[src/rtl/mem_port_arbiter_if.sv]
// Bundle of the instruction, data and memory-side handshake signals around mem_port_arbiter.
// master: the arbiter's view; slave: the core/memory environment's view.
interface mem_port_arbiter_if #(
  parameter int ADR_W  = 32,
  parameter int DATA_W = 32
);
  logic              i_req;
  logic [ADR_W-1:0]  i_adr;
  logic              i_gnt;
  logic              i_r_valid;
  logic [DATA_W-1:0] i_rdata;
  logic              d_req;
  logic [ADR_W-1:0]  d_adr;
  logic              d_we;
  logic [DATA_W-1:0] d_wdata;
  logic              d_gnt;
  logic              d_r_valid;
  logic [DATA_W-1:0] d_rdata;
  logic              m_req;
  logic [ADR_W-1:0]  m_adr;
  logic              m_we;
  logic [DATA_W-1:0] m_wdata;
  logic              m_gnt;
  logic              m_r_valid;
  logic [DATA_W-1:0] m_rdata;
  logic              err;

  modport master (
    input  i_req, i_adr, d_req, d_adr, d_we, d_wdata, m_gnt, m_r_valid, m_rdata,
    output i_gnt, i_r_valid, i_rdata, d_gnt, d_r_valid, d_rdata,
    output m_req, m_adr, m_we, m_wdata, err
  );

  modport slave (
    output i_req, i_adr, d_req, d_adr, d_we, d_wdata, m_gnt, m_r_valid, m_rdata,
    input  i_gnt, i_r_valid, i_rdata, d_gnt, d_r_valid, d_rdata,
    input  m_req, m_adr, m_we, m_wdata, err
  );
endinterface

[src/rtl/mem_port_arbiter.sv]
// Shares one req/gnt/r_valid memory port between instruction fetch and data load/store,
// routing responses back in grant order. Macro MEM_ARB_ROUND_ROBIN_EN enables alternating priority.
module mem_port_arbiter #(
  parameter int ADR_W       = 32,
  parameter int DATA_W      = 32,
  parameter int OUTST_DEPTH = 2
) (
  input logic                clk,
  input logic                res,
  mem_port_arbiter_if.master bus
);

  localparam int PTR_W = (OUTST_DEPTH > 1) ? $clog2(OUTST_DEPTH) : 1;
  localparam int CNT_W = $clog2(OUTST_DEPTH + 1);
  localparam logic [CNT_W-1:0] FULL_CNT = CNT_W'(OUTST_DEPTH);
  localparam logic [PTR_W-1:0] LAST_PTR = PTR_W'(OUTST_DEPTH - 1);

  typedef enum logic [0:0] {
    ST_IDLE = 1'b0,
    ST_HOLD = 1'b1
  } state_t;

  state_t                 state_r;
  state_t                 state_s;
  logic                   owner_r;
  logic                   owner_s;
  logic                   m_req_s;
  logic                   full_s;
  logic                   accept_s;
  logic                   pop_s;
  logic                   head_s;
  logic                   both_pick_s;
  logic                   err_r;
  logic [OUTST_DEPTH-1:0] fifo_r;
  logic [PTR_W-1:0]       wr_ptr_r;
  logic [PTR_W-1:0]       rd_ptr_r;
  logic [CNT_W-1:0]       cnt_r;

  function automatic logic [PTR_W-1:0] ptr_inc(input logic [PTR_W-1:0] ptr);
    if (ptr == LAST_PTR) begin
      return {PTR_W{1'b0}};
    end else begin
      return ptr + PTR_W'(1);
    end
  endfunction

`ifdef MEM_ARB_ROUND_ROBIN_EN
  logic last_r;

  // Remembers the most recent winner so a conflict goes to the other requester.
  always_ff @(posedge clk or negedge res) begin
    if (!res) begin
      last_r <= 1'b1;
    end else if (accept_s) begin
      last_r <= owner_s;
    end else begin
      last_r <= last_r;
    end
  end

  assign both_pick_s = ~last_r;
`else
  assign both_pick_s = 1'b1;
`endif

  assign full_s   = (cnt_r == FULL_CNT);
  assign accept_s = m_req_s & bus.m_gnt;
  assign pop_s    = bus.m_r_valid & (cnt_r != {CNT_W{1'b0}});
  assign head_s   = fifo_r[rd_ptr_r];

  // Arbitration and ownership lock; the full check deliberately uses the registered count.
  always_comb begin
    state_s = state_r;
    owner_s = owner_r;
    m_req_s = 1'b0;
    case (state_r)
      ST_IDLE: begin
        if (full_s) begin
          m_req_s = 1'b0;
        end else if (bus.i_req && bus.d_req) begin
          m_req_s = 1'b1;
          owner_s = both_pick_s;
        end else if (bus.d_req) begin
          m_req_s = 1'b1;
          owner_s = 1'b1;
        end else if (bus.i_req) begin
          m_req_s = 1'b1;
          owner_s = 1'b0;
        end else begin
          m_req_s = 1'b0;
        end
        if (m_req_s && !bus.m_gnt) begin
          state_s = ST_HOLD;
        end else begin
          state_s = ST_IDLE;
        end
      end
      ST_HOLD: begin
        owner_s = owner_r;
        m_req_s = owner_r ? bus.d_req : bus.i_req;
        if (bus.m_gnt || !m_req_s) begin
          state_s = ST_IDLE;
        end else begin
          state_s = ST_HOLD;
        end
      end
      default: begin
        state_s = ST_IDLE;
      end
    endcase
  end

  // FSM state and locked owner.
  always_ff @(posedge clk or negedge res) begin
    if (!res) begin
      state_r <= ST_IDLE;
      owner_r <= 1'b0;
    end else begin
      state_r <= state_s;
      owner_r <= owner_s;
    end
  end

  // Grant-order ID FIFO: one bit per outstanding transaction (0=instr, 1=data).
  always_ff @(posedge clk or negedge res) begin
    if (!res) begin
      fifo_r   <= {OUTST_DEPTH{1'b0}};
      wr_ptr_r <= {PTR_W{1'b0}};
      rd_ptr_r <= {PTR_W{1'b0}};
      cnt_r    <= {CNT_W{1'b0}};
    end else begin
      if (accept_s) begin
        fifo_r[wr_ptr_r] <= owner_s;
        wr_ptr_r         <= ptr_inc(wr_ptr_r);
      end else begin
        wr_ptr_r <= wr_ptr_r;
      end
      if (pop_s) begin
        rd_ptr_r <= ptr_inc(rd_ptr_r);
      end else begin
        rd_ptr_r <= rd_ptr_r;
      end
      case ({accept_s, pop_s})
        2'b10:   cnt_r <= cnt_r + CNT_W'(1);
        2'b01:   cnt_r <= cnt_r - CNT_W'(1);
        default: cnt_r <= cnt_r;
      endcase
    end
  end

  // Sticky protocol error: stray grant or a response with nothing outstanding.
  always_ff @(posedge clk or negedge res) begin
    if (!res) begin
      err_r <= 1'b0;
    end else if ((bus.m_gnt && !m_req_s) || (bus.m_r_valid && (cnt_r == {CNT_W{1'b0}}))) begin
      err_r <= 1'b1;
    end else begin
      err_r <= err_r;
    end
  end

  // Output routing; everything is forced low while reset is asserted.
  always_comb begin
    bus.m_req     = 1'b0;
    bus.m_adr     = {ADR_W{1'b0}};
    bus.m_we      = 1'b0;
    bus.m_wdata   = {DATA_W{1'b0}};
    bus.i_gnt     = 1'b0;
    bus.d_gnt     = 1'b0;
    bus.i_r_valid = 1'b0;
    bus.d_r_valid = 1'b0;
    bus.i_rdata   = {DATA_W{1'b0}};
    bus.d_rdata   = {DATA_W{1'b0}};
    bus.err       = err_r;
    if (res) begin
      if (m_req_s) begin
        bus.m_req   = 1'b1;
        bus.m_adr   = owner_s ? bus.d_adr : bus.i_adr;
        bus.m_we    = owner_s & bus.d_we;
        bus.m_wdata = owner_s ? bus.d_wdata : {DATA_W{1'b0}};
      end else begin
        bus.m_req = 1'b0;
      end
      bus.i_gnt = accept_s & ~owner_s;
      bus.d_gnt = accept_s & owner_s;
      if (pop_s) begin
        bus.i_r_valid = ~head_s;
        bus.d_r_valid = head_s;
        bus.i_rdata   = head_s ? {DATA_W{1'b0}} : bus.m_rdata;
        bus.d_rdata   = head_s ? bus.m_rdata : {DATA_W{1'b0}};
      end else begin
        bus.i_r_valid = 1'b0;
      end
    end else begin
      bus.err = 1'b0;
    end
  end

endmodule

[src/flat_wrapper.sv]
// flat-port wrapper written by rule: the top's interface ports become plain ports
module mem_port_arbiter_flat 
#(
  parameter int ADR_W       = 32,
  parameter int DATA_W      = 32,
  parameter int OUTST_DEPTH = 2
)
  (clk, res, bus_i_req, bus_i_adr, bus_d_req, bus_d_adr, bus_d_we, bus_d_wdata, bus_m_gnt, bus_m_r_valid, bus_m_rdata, bus_i_gnt, bus_i_r_valid, bus_i_rdata, bus_d_gnt, bus_d_r_valid, bus_d_rdata, bus_m_req, bus_m_adr, bus_m_we, bus_m_wdata, bus_err);
  mem_port_arbiter_if #(.ADR_W(ADR_W), .DATA_W(DATA_W)) bus_i ();
  input logic clk;
  input logic res;
  input wire logic [$bits(bus_i.i_req)-1:0] bus_i_req;
  input wire logic [$bits(bus_i.i_adr)-1:0] bus_i_adr;
  input wire logic [$bits(bus_i.d_req)-1:0] bus_d_req;
  input wire logic [$bits(bus_i.d_adr)-1:0] bus_d_adr;
  input wire logic [$bits(bus_i.d_we)-1:0] bus_d_we;
  input wire logic [$bits(bus_i.d_wdata)-1:0] bus_d_wdata;
  input wire logic [$bits(bus_i.m_gnt)-1:0] bus_m_gnt;
  input wire logic [$bits(bus_i.m_r_valid)-1:0] bus_m_r_valid;
  input wire logic [$bits(bus_i.m_rdata)-1:0] bus_m_rdata;
  output wire logic [$bits(bus_i.i_gnt)-1:0] bus_i_gnt;
  output wire logic [$bits(bus_i.i_r_valid)-1:0] bus_i_r_valid;
  output wire logic [$bits(bus_i.i_rdata)-1:0] bus_i_rdata;
  output wire logic [$bits(bus_i.d_gnt)-1:0] bus_d_gnt;
  output wire logic [$bits(bus_i.d_r_valid)-1:0] bus_d_r_valid;
  output wire logic [$bits(bus_i.d_rdata)-1:0] bus_d_rdata;
  output wire logic [$bits(bus_i.m_req)-1:0] bus_m_req;
  output wire logic [$bits(bus_i.m_adr)-1:0] bus_m_adr;
  output wire logic [$bits(bus_i.m_we)-1:0] bus_m_we;
  output wire logic [$bits(bus_i.m_wdata)-1:0] bus_m_wdata;
  output wire logic [$bits(bus_i.err)-1:0] bus_err;
  assign bus_i.i_req = bus_i_req;
  assign bus_i.i_adr = bus_i_adr;
  assign bus_i.d_req = bus_d_req;
  assign bus_i.d_adr = bus_d_adr;
  assign bus_i.d_we = bus_d_we;
  assign bus_i.d_wdata = bus_d_wdata;
  assign bus_i.m_gnt = bus_m_gnt;
  assign bus_i.m_r_valid = bus_m_r_valid;
  assign bus_i.m_rdata = bus_m_rdata;
  assign bus_i_gnt = bus_i.i_gnt;
  assign bus_i_r_valid = bus_i.i_r_valid;
  assign bus_i_rdata = bus_i.i_rdata;
  assign bus_d_gnt = bus_i.d_gnt;
  assign bus_d_r_valid = bus_i.d_r_valid;
  assign bus_d_rdata = bus_i.d_rdata;
  assign bus_m_req = bus_i.m_req;
  assign bus_m_adr = bus_i.m_adr;
  assign bus_m_we = bus_i.m_we;
  assign bus_m_wdata = bus_i.m_wdata;
  assign bus_err = bus_i.err;
  mem_port_arbiter #(.ADR_W(ADR_W), .DATA_W(DATA_W), .OUTST_DEPTH(OUTST_DEPTH)) u_core (.clk(clk), .res(res), .bus(bus_i));
endmodule
[config.mk]
export PLATFORM = sky130hd
export DESIGN_NAME = mem_port_arbiter_flat
export DESIGN_NICKNAME = d
export VERILOG_FILES = /design/src/rtl/mem_port_arbiter_if.sv /design/src/rtl/mem_port_arbiter.sv /design/src/flat_wrapper.sv
export SDC_FILE = /design/constraint.sdc
export NUM_CORES = 1
export LEC_CHECK = 0
export BUFFER_PORTS_ARGS = -buffer_cell sky130_fd_sc_hd__buf_2
export CAP_MARGIN = 20
export CORE_AREA = 2 2 103 105
export DETAILED_ROUTE_END_ITERATION = 10
export DIE_AREA = 0 0 105 107
export PLACE_DENSITY = 0.57
export SLEW_MARGIN = 10
export SYNTH_ARGS = -nofsm -noshare
export SYNTH_HDL_FRONTEND = slang
export SYNTH_SLANG_ARGS = --single-unit
[constraint.sdc]
create_clock -name clk -period 2.1 [get_ports clk]
set_clock_uncertainty 0.15 [all_clocks]
set_input_delay 0.315 -clock clk [delete_from_list [all_inputs] [get_ports clk]]
set_output_delay 0.315 -clock clk [all_outputs]
set_load 0.03 [all_outputs]
==> results of run 1 <==
## area by class of cell
type	count	share of cell area (%)
well taps	136	3.37
repair buffers	315	52.9
inverters	2	0.149
multi-input cells	237	38.2
clock buffers	4	0.893
flip-flops and latches	9	4.49
## registers in the layout (all words and copies together), names as in the netlist
name and flops:
u_core.owner_r 1, u_core.cnt_r 2, u_core.state_r 1, u_core.err_r 1, u_core.fifo_r 2, u_core.wr_ptr_r 1, u_core.rd_ptr_r 1
## cell usage in the layout, fill, tap and decap left out, types with 3 or more instances in the layout
| master | count |
|---|---|
| dfrtp_1 | 8 |
| a21oi_1 | 3 |
| nand3_1 | 29 |
| and3_4 | 5 |
| buf_2 | 139 |
| o21ai_1 | 20 |
| nand3_2 | 3 |
| a21oi_2 | 18 |
| and2_4 | 64 |
| a21oi_4 | 13 |
| xnor2_1 | 3 |
| buf_12 | 7 |
| o21ai_0 | 11 |
| buf_4 | 32 |
| buf_6 | 130 |
| clkbuf_8 | 3 |
| and2_1 | 35 |
## path summary, 6_finish.rpt
| path | endpoint |
|---|---|
| min in group clk | u_core.err_r |
| min | u_core.cnt_r[1] |
| max in group asynchronous | u_core.fifo_r[1] |
| max reg2reg | u_core.cnt_r[1] |
| min reg2reg | u_core.err_r |
| max | bus_m_adr[3] |
## power by group through the flow
stage                     registers [mW]  clock network, mW  logic (mW)
final                              0.346              0.199        4.68
after detailed placement           0.318                  0        3.22
after global placement             0.314                  0        3.17
after CTS                          0.324              0.206        4.07
after global routing               0.358              0.216        4.92
after floorplan                    0.302                  0        2.12
## worst register-to-register path: cells and delay by family, from the launching register on
family / cells / cell delay, ns
compound gates: 1 / 0.14
xor+xnor: 2 / 0.28
buf+inv: 2 / 0.28
flops: 1 / 0.42
simple gates: 3 / 0.56
fa+ha+maj: 1 / 0.15
## cells by family (layout without fill, tap and decap cells)
family | count (synthesis) | after routing
adder cells (fa/ha/maj) | 1 | 1
AO/OA/AOI/OAI | 77 | 77
AND/OR/NAND/NOR | 149 | 153
flip-flops | 9 | 9
XOR/XNOR | 5 | 5
multiplexers | 1 | 1
buffers and inverters | 27 | 321
## through the flow
| step | hold slack (ns) | std cells | setup slack [ns] | instance area, sq um | util, % |
|---|---|---|---|---|---|
| after CTS | 0.182 | 691 | -0.146 | 4470 | 44.3 |
| after global routing | 0.129 | 703 | -0.236 | 5040 | 50.0 |
| after global placement | -0.00199 | 674 | 0.0181 | 3550 | 35.1 |
| final | 0.109 | 703 | -0.175 | 5040 | 50.0 |
| after detailed placement | 0.00487 | 674 | -0.00508 | 3550 | 35.1 |
| after floorplan | -0.131 | 269 | 0.0399 | 1870 | - |
## repair_timing
action / 4_1_cts / 5_1_grt
hold buffers: 1 / 0
gates resized for setup: 232 / 169
setup buffers: 9 / 9
hold endpoints to repair: 9 / 0
pin swaps: 7 / 30
setup endpoints to repair: 132 / 135
gates cloned: 3 / 5
## metal layers
metal | vias to the layer above | part of all wire [%] | GRT usage, %
li1 | 1519 | - | -
met1 | 1537 | 35 | 19.1
met2 | 199 | 55 | 36.6
met3 | 16 | 8.6 | 3.65
met4 | 0 | 1.5 | 2.57
met5 | - | 0 | 0
==> reports/metrics.cfg, run 1 <==
[synthesis]
syn-mean-instance-area_sq_um=6.53
syn_nets=405
synthAdderAreaFrac_pct=0.713
synthSimpleGateAreaFrac_pct=50.2
synth_area_leaders=and2_1, dfrtp_1, a21oi_1
synth-edff-count=0
ys_seq_elements=9
synth-compound-area-share_pct=25.5
yosysTopAreaCell=and2_1
synth_top_cell_area_share_pct=35.3
synth_cell_types=31
yosys_warnings=0
synth.area.mux_share_pct=0.570
synth_top_family_by_area=simple AND/OR/NAND/NOR gates
synth_xor_area_share_pct=2.49
synth_common_cells=and2_1, a21oi_1, nand3_1, o21ai_0, clkbuf_1
yosysMostFrequentCell=and2_1
netlist_area_sq_um=1760
ys.flop_type=dfrtp_1
async_flop_share_pct=100
synth_cells=269
yosysSeqAreaShare_pct=12.8

[route]
routed_wirelength_microns=12300
wl_per_cell_microns=17.4
firstDrtPassIters=4
ant_nets=0
via_per_inst=4.65
drc=0
via_count=3271
drt-initial-drc-count=143

[finish]
fillers=927
fin_nets=704
multi_input_area_sq_um=1930
seq_area_sq_um=226
layout-drive-gt1-share_pct=77.8
area_growth_pct=187
n_antenna_cell=0

[status]
outcome=finished, violations left
violations=setup timing

[die]
die_h_microns=107
die_w_microns=105
dieArea_sq_um=11200
core_area_sq_um=10100
start_util_pct=17.4
rows=37
io_pins=270

[setup_path]
cp-end-kind=output pin
r2r-start=u_core.state_r
required_ns=1.63
cp_slowest_cell=dfrtp_2
worst-path-buf-inv=3
startpoint=u_core.cnt_r[0]
crit_path_max_fanout=7
regToRegSetupSlack_ns=0
path_delay_family=buffers and inverters
critPathArrivalTime_ns=1.81
start_kind=flip-flop
path_cells=or3b_4 -> o2111ai_4 -> buf_6 -> clkbuf_16 -> a21oi_2 -> buf_6
cp.depth=6
timing_worst_setup_path_type=flip-flop to output pin
critical-path-max-stage-delay_ns=0.44
r2r_cells=9
crit_path_frequent_cell=buf_6

[clock_tree]
tritoncts=yes
ctsHtreeMaxLevel=1
cts_buffers=3
cts_buffer_depth=2
ctsRootBufferMaster=clkbuf_8
clkTransAtPathRegs_ns=0.05
clk_latency_ns=0.23
clock_sinks=9

[sta]
fmax_mhz=440
fin_setup_tns_ns=-12.14
min_period_ns=2.27
worst_slack_ns=-0.175
rsz0062_at_grt=yes
maxSlewViolCount=0
final-hold-violation-count=0
tightest_slew_ns=0.305
relSlewSlack_pct=79.2
min_period_over_period_pct=108
setup_viol=120

[pwr]
p_int_mw=2.55
peakVddDrop_v=0.000414
p_total_mw=5.23
leakage_nw=2.46
combinationalPowerShare_pct=89.6
p_switching_mw=2.68
clock_power_share_pct=3.8
power_frac_seq_pct=6.6
swShare_pct=51.3
power.density_nw_per_um2=1040

[grt]
grt_pass1_wl_microns=16100
antenna_found_initial=0
grt_pass1_vias=3171
grt_max_degree=34
grt_usage_pct=17.9
grt.overflow.total=0

[place]
io_buffer_count=269
place_congestion=0.855
hpwl_microns=7920

[job]
max_cap_viol_count=0

[worst_hold_path]
hp-class=input pin to asynchronous set/reset pin

(Power assumes the default switching activity.)
==> inputs of run 2 (changes only) <==
==> constraint.sdc (replaced) <==
create_clock -name clk -period 2.1 [get_ports clk]
set_clock_uncertainty 0.15 [all_clocks]
set_input_delay 0.21 -clock clk [delete_from_list [all_inputs] [get_ports clk]]
set_output_delay 0.21 -clock clk [all_outputs]
set_load 0.03 [all_outputs]
==> run 2 against run 1 <==
  * The flow still finishes with violations (setup timing)
  * Critical path depth up 1
  * Core utilization down 6.0 points
  * Design area down 12%
  * Global-route usage down 2.3 points
  * Via count down 6.0%
  * Cell count down 2.8%
  * Power down 11%
  * Highest routed layer is now met5
  * Setup slack better by 0.11 ns
  * First-iteration DRC count up 26%
==> reports/metrics.cfg, run 2 (synthesis results as in run 1) <==
[finish]
layout-drive-gt1-share_pct=66.7  ; -11 points
seq_area_sq_um=230  ; +1.7%
layout_common_cells=buf_2, and2_1, buf_6
n_antenna_cell=0  ; unchanged
reg_top3=u_core.cnt_r x2, u_core.fifo_r x2
fin_nets=684  ; -2.8%
area_growth_pct=153
fillers=1008  ; +8.7%
multi_input_area_sq_um=1660  ; -14%
layout_commonest_cell=buf_2

[route]
firstDrtPassIters=4  ; unchanged
via_count=3076  ; -6.0%
routed_wirelength_microns=10600  ; -13%
m1WireLength_microns=3780  ; -11%
drt-initial-drc-count=180  ; +26%
wl_per_cell_microns=15.6  ; -11%
via_per_inst=4.50  ; -3.2%
wl_met2_microns=5590  ; -18%
ant_nets=0  ; unchanged
top_layer_used=met5
met3_length_microns=1010  ; -4.3%
drc=0  ; unchanged

[place]
io_buffer_count=269  ; unchanged
hpwl_microns=7460  ; -5.8%
place_congestion=0.809  ; -5.4%

[sta]
maxSlewViolCount=0  ; unchanged
min_period_over_period_pct=103  ; -5.1 points
worst_slack_ns=-0.0680  ; +0.107 ns
min_period_ns=2.17  ; -0.107 ns
whs_ns=0.0840  ; -0.0248 ns
fmax_mhz=461  ; +4.9%
tightest_slew_ns=0.297  ; -0.00797 ns
final-hold-violation-count=0  ; unchanged
relSlewSlack_pct=80.2  ; +0.96 points
fin_setup_tns_ns=-2.33  ; +9.81 ns
rsz0062_at_grt=yes
setup_viol=76  ; -37%

[die]
start_util_pct=17.4  ; unchanged
core_area_sq_um=10100  ; unchanged
die_w_microns=105  ; unchanged
dieArea_sq_um=11200  ; unchanged
die_h_microns=107  ; unchanged
io_pins=270  ; unchanged
rows=37  ; unchanged

[worst_hold_path]
hp-class=input pin to flip-flop

[pwr]
peakVddDrop_v=0.000387  ; -6.6%
power.density_nw_per_um2=1050  ; +1.5%
leakage_nw=2.24  ; -9.0%

[grt]
grt_usage_pct=15.6  ; -2.3 points
grt.overflow.total=0  ; unchanged
antenna_found_initial=1  ; +1
grt_pass1_wl_microns=14200  ; -12%
grt_max_degree=34  ; unchanged
grt_pass1_vias=2844  ; -10%

[setup_path]
crit_path_max_fanout=6  ; -1
start_kind=flip-flop
timing_worst_setup_path_type=flip-flop to output pin
required_ns=1.74  ; +0.11 ns
critPathArrivalTime_ns=1.81  ; about the same
cp-end-kind=output pin

[status]
violations=setup timing
outcome=finished, violations left

[clock_tree]
cts_buffer_depth=2  ; unchanged
ctsRootBufferMaster=clkbuf_8
tritoncts=yes
cts_buffers=3  ; unchanged
ctsHtreeMaxLevel=1  ; unchanged
clk_latency_ns=0.24  ; about the same
clock_sinks=9  ; unchanged
clkTransAtPathRegs_ns=0.05  ; about the same

[job]
max_cap_viol_count=0  ; unchanged

==> run 2: cell types whose count changed in the layout (fill, tap and decap cells not counted), sizes merged <==
cell          change
buf              -42
clkbuf           +25
and3              -4
clkinv            +1
dlygate4sd3       +1
dlymetal6s4s      -1
==> run 2: area by class of cell <==
class                   count  area share (%)
repair buffers            299            52.4
multi-input cells         233            37.3
flip-flops and latches      9            5.18
well taps                 136            3.83
clock buffers               3           0.929
inverters                   2           0.169
clock inverters             1           0.113
==> run 2: repair_timing <==
action	4_1_cts	5_1_grt
buffers inserted	6	2
pin swaps	7	17
cloned	2	4
endpoints found under the setup margin	101	132
endpoints found under the hold margin	9	0
hold buffers	1	0
resized for setup	147	149
==> run 2: power by group <==
| part | switching, mW | internal [mW] | total [mW] |
|---|---|---|---|
| logic | 2.27 | 1.85 | 4.13 |
| clock network | 0.0745 | 0.130 | 0.204 |
| registers | 0.0859 | 0.258 | 0.344 |
==> run 2: final timing paths <==
check / start / end / slack [ns] / cells after the start
worst max-delay path: u_core.state_r / bus_m_adr[3] / -0.07 / 7
worst min-delay path: bus_m_gnt / u_core.state_r / 0.08 / 2
worst max register to register: u_core.state_r / u_core.cnt_r[1] / 0.06 / 7
worst min register to register: u_core.err_r / u_core.err_r / 0.34 / 1
max in group asynchronous: res / u_core.cnt_r[1] / 1.15 / 3
min in group asynchronous: res / u_core.wr_ptr_r / 0.29 / 2
==> run 2: routing by layer <==
layer  track usage (%)  vias up
met2              29.8      198
met4              5.24        2
met3              3.83       20
met5                 0        -
li1                  -     1474
met1              16.7     1382
==> run 2: critical path, cell delays in order (launching register included) <==
cell and delay (ns):
dfrtp_2 0.43, nand2b_4 0.16, o21ai_4 0.16, buf_12 0.14
bufbuf_16 0.26, nand3_2 0.09, a21oi_2 0.18, buf_6 0.15
==> run 2: stage by stage <==
stage | setup WS, ns | instances | power, mW | utilization [%] | cell area [sq um]
after detailed placement | -0.0284 | 664 | 3.28 | 33.0 | 3330
after global placement | 0.106 | 664 | 3.24 | 33.0 | 3330
final | -0.0680 | 683 | 4.67 | 44.0 | 4440
after floorplan | 0.0110 | 269 | 2.30 | - | 1760
after CTS | -0.0598 | 677 | 4.28 | 39.6 | 4000
after global routing | -0.131 | 683 | 4.95 | 44.0 | 4440
==> inputs of run 3 (changes only) <==
PLACE_DENSITY = 0.6   (was 0.57)
==> run 3 against run 2 <==
  * The run still ends with setup timing left
  * Flip-flop and latch count stayed put
  * Combinational power shrank 12%
  * Global-route usage rose by 0.15 points
  * Critical path type unchanged
==> reports/metrics.cfg, run 3 (synthesis results as in run 1) <==
[route]
ant_nets=0  ; unchanged
drt-initial-drc-count=179  ; -0.56%
wl_per_cell_microns=15.0  ; -3.5%
via_per_inst=4.48  ; -0.48%
drc=0  ; unchanged
via_count=3021  ; -1.8%
firstDrtPassIters=4  ; unchanged
routed_wirelength_microns=10100  ; -4.7%

[place]
hpwl_microns=7540  ; +1.1%
place_congestion=0.911  ; +13%
io_buffer_count=269  ; unchanged

[grt]
busiest_layer=met2
grt_max_degree=34  ; unchanged
grt_use_met1_pct=16.6  ; -0.17 points
met2_usage_pct=32.2  ; +2.4 points
use_met3_pct=2.67  ; -1.2 points
grt.overflow.total=0  ; unchanged
antenna_found_initial=0  ; -1
grt_usage_pct=15.8  ; +0.15 points
grt_pass1_wl_microns=14400  ; +0.87%
grt_pass1_vias=2941  ; +3.4%

[pwr]
power.density_nw_per_um2=1060  ; +0.59%
peakVddDrop_v=0.000434  ; +12%
p_total_mw=4.19  ; -10%
leakage_nw=2.10  ; -6.0%

[sta]
tightest_slew_ns=0.264  ; -0.0330 ns
fin_setup_tns_ns=-1.78  ; +0.551 ns
min_period_ns=2.16  ; -0.0111 ns
worst_slack_ns=-0.0569  ; +0.0111 ns
fmax_mhz=464  ; +0.52%
whs_ns=0.0991  ; +0.0151 ns
setup_viol=63  ; -17%
rsz0062_at_grt=yes
min_period_over_period_pct=103  ; -0.53 points
maxSlewViolCount=0  ; unchanged
final-hold-violation-count=0  ; unchanged
relSlewSlack_pct=82.4  ; +2.2 points

[setup_path]
critPathCapture=bus_m_wdata[30]
start_kind=flip-flop
cp.depth=6  ; -1
path_delay_family=simple AND/OR/NAND/NOR gates
path_cells=or3b_4 -> o2111ai_4 -> a21oi_4 -> buf_12 -> and2_1 -> buf_6
worst-path-buf-inv=2  ; -1
reg2reg_to=u_core.cnt_r[1]
critical-path-max-stage-delay_ns=0.44  ; about the same
r2r-start=u_core.cnt_r[0]
regToRegSetupSlack_ns=0.04  ; -0.02 ns
critPathArrivalTime_ns=1.80  ; about the same
required_ns=1.74  ; about the same
crit_path_max_fanout=33  ; +27
cp_slowest_cell=dfrtp_2
timing_worst_setup_path_type=flip-flop to output pin
startpoint=u_core.cnt_r[0]
r2r_cells=7  ; unchanged
cp-end-kind=output pin

[finish]
area_growth_pct=125
n_antenna_cell=0  ; unchanged
fin_nets=675  ; -1.3%
layout-drive-gt1-share_pct=60.2  ; -6.5 points
layout_commonest_cell=buf_2
layout_common_cells=buf_2, and2_1, buf_4
reg_top3=u_core.cnt_r x2, u_core.fifo_r x2

[die]
dieArea_sq_um=11200  ; unchanged
start_util_pct=17.4  ; unchanged
rows=37  ; unchanged
core_area_sq_um=10100  ; unchanged
die_w_microns=105  ; unchanged
io_pins=270  ; unchanged
die_h_microns=107  ; unchanged

[clock_tree]
clock_sinks=9  ; unchanged
tritoncts=yes
clkTransAtPathRegs_ns=0.05  ; about the same
cts_buffer_depth=2  ; unchanged
ctsHtreeMaxLevel=1  ; unchanged
clk_latency_ns=0.23  ; about the same
ctsRootBufferMaster=clkbuf_8
cts_buffers=3  ; unchanged

[status]
outcome=finished, violations left
violations=setup timing

[job]
max_cap_viol_count=0  ; unchanged

[worst_hold_path]
hp-class=input pin to flip-flop
min_from=bus_m_r_valid

-- run 3: metrics by stage --
stage / cell area (sq um) / std cells / util, % / setup WS (ns)
6_report: 3960 / 674 / 39.2 / -0.0569
3_5_place_dp: 3300 / 659 / 32.7 / -0.0462
2_1_floorplan: 1760 / 269 / - / 0.0110
4_1_cts: 3800 / 672 / 37.6 / -0.0613
3_3_place_gp: 3300 / 659 / 32.7 / 0.0191
5_1_grt: 3960 / 674 / 39.2 / -0.121
-- run 3: layout make-up --
type | instances | area, sq um
clock buffers | 4 | 45.0
fillers | 1074 | 6130
inverters | 2 | 7.51
multi-input cells | 233 | 1490
flip-flops and latches | 9 | 229
well taps | 136 | 170
repair buffers | 290 | 2020
-- run 3: worst min-delay path by stage --
stage                            to  slack (ns)  cells past startpoint
finish                 u_core.err_r         0.1                      2
global route           u_core.err_r         0.1                      2
CTS                    u_core.err_r         0.1                      2
detailed placement  u_core.rd_ptr_r       -0.09                      1
global placement    u_core.rd_ptr_r        -0.1                      1
floorplan           u_core.cnt_r[0]       -0.24                      0
-- run 3: routing by layer --
layer	routed length (microns)	vias up
li1	-	1447
met1	3720	1389
met2	5470	175
met3	778	10
met4	159	0
met5	0	-
-- run 3: what timing repair did --
action	CTS	global route
hold buffers	1	0
cloned	1	1
hold endpoints to repair	9	0
buffers inserted	7	1
pin swaps	6	4
gates resized for setup	120	54
endpoints found under the setup margin	100	132
-- run 3: where the power goes --
group	leakage, nW	switching (mW)	internal (mW)	total (mW)
Sequential	0.0978	0.0861	0.256	0.342
Combinational	1.98	2.12	1.53	3.65
Clock	0.0228	0.0676	0.132	0.200
Total	2.10	2.27	1.92	4.19
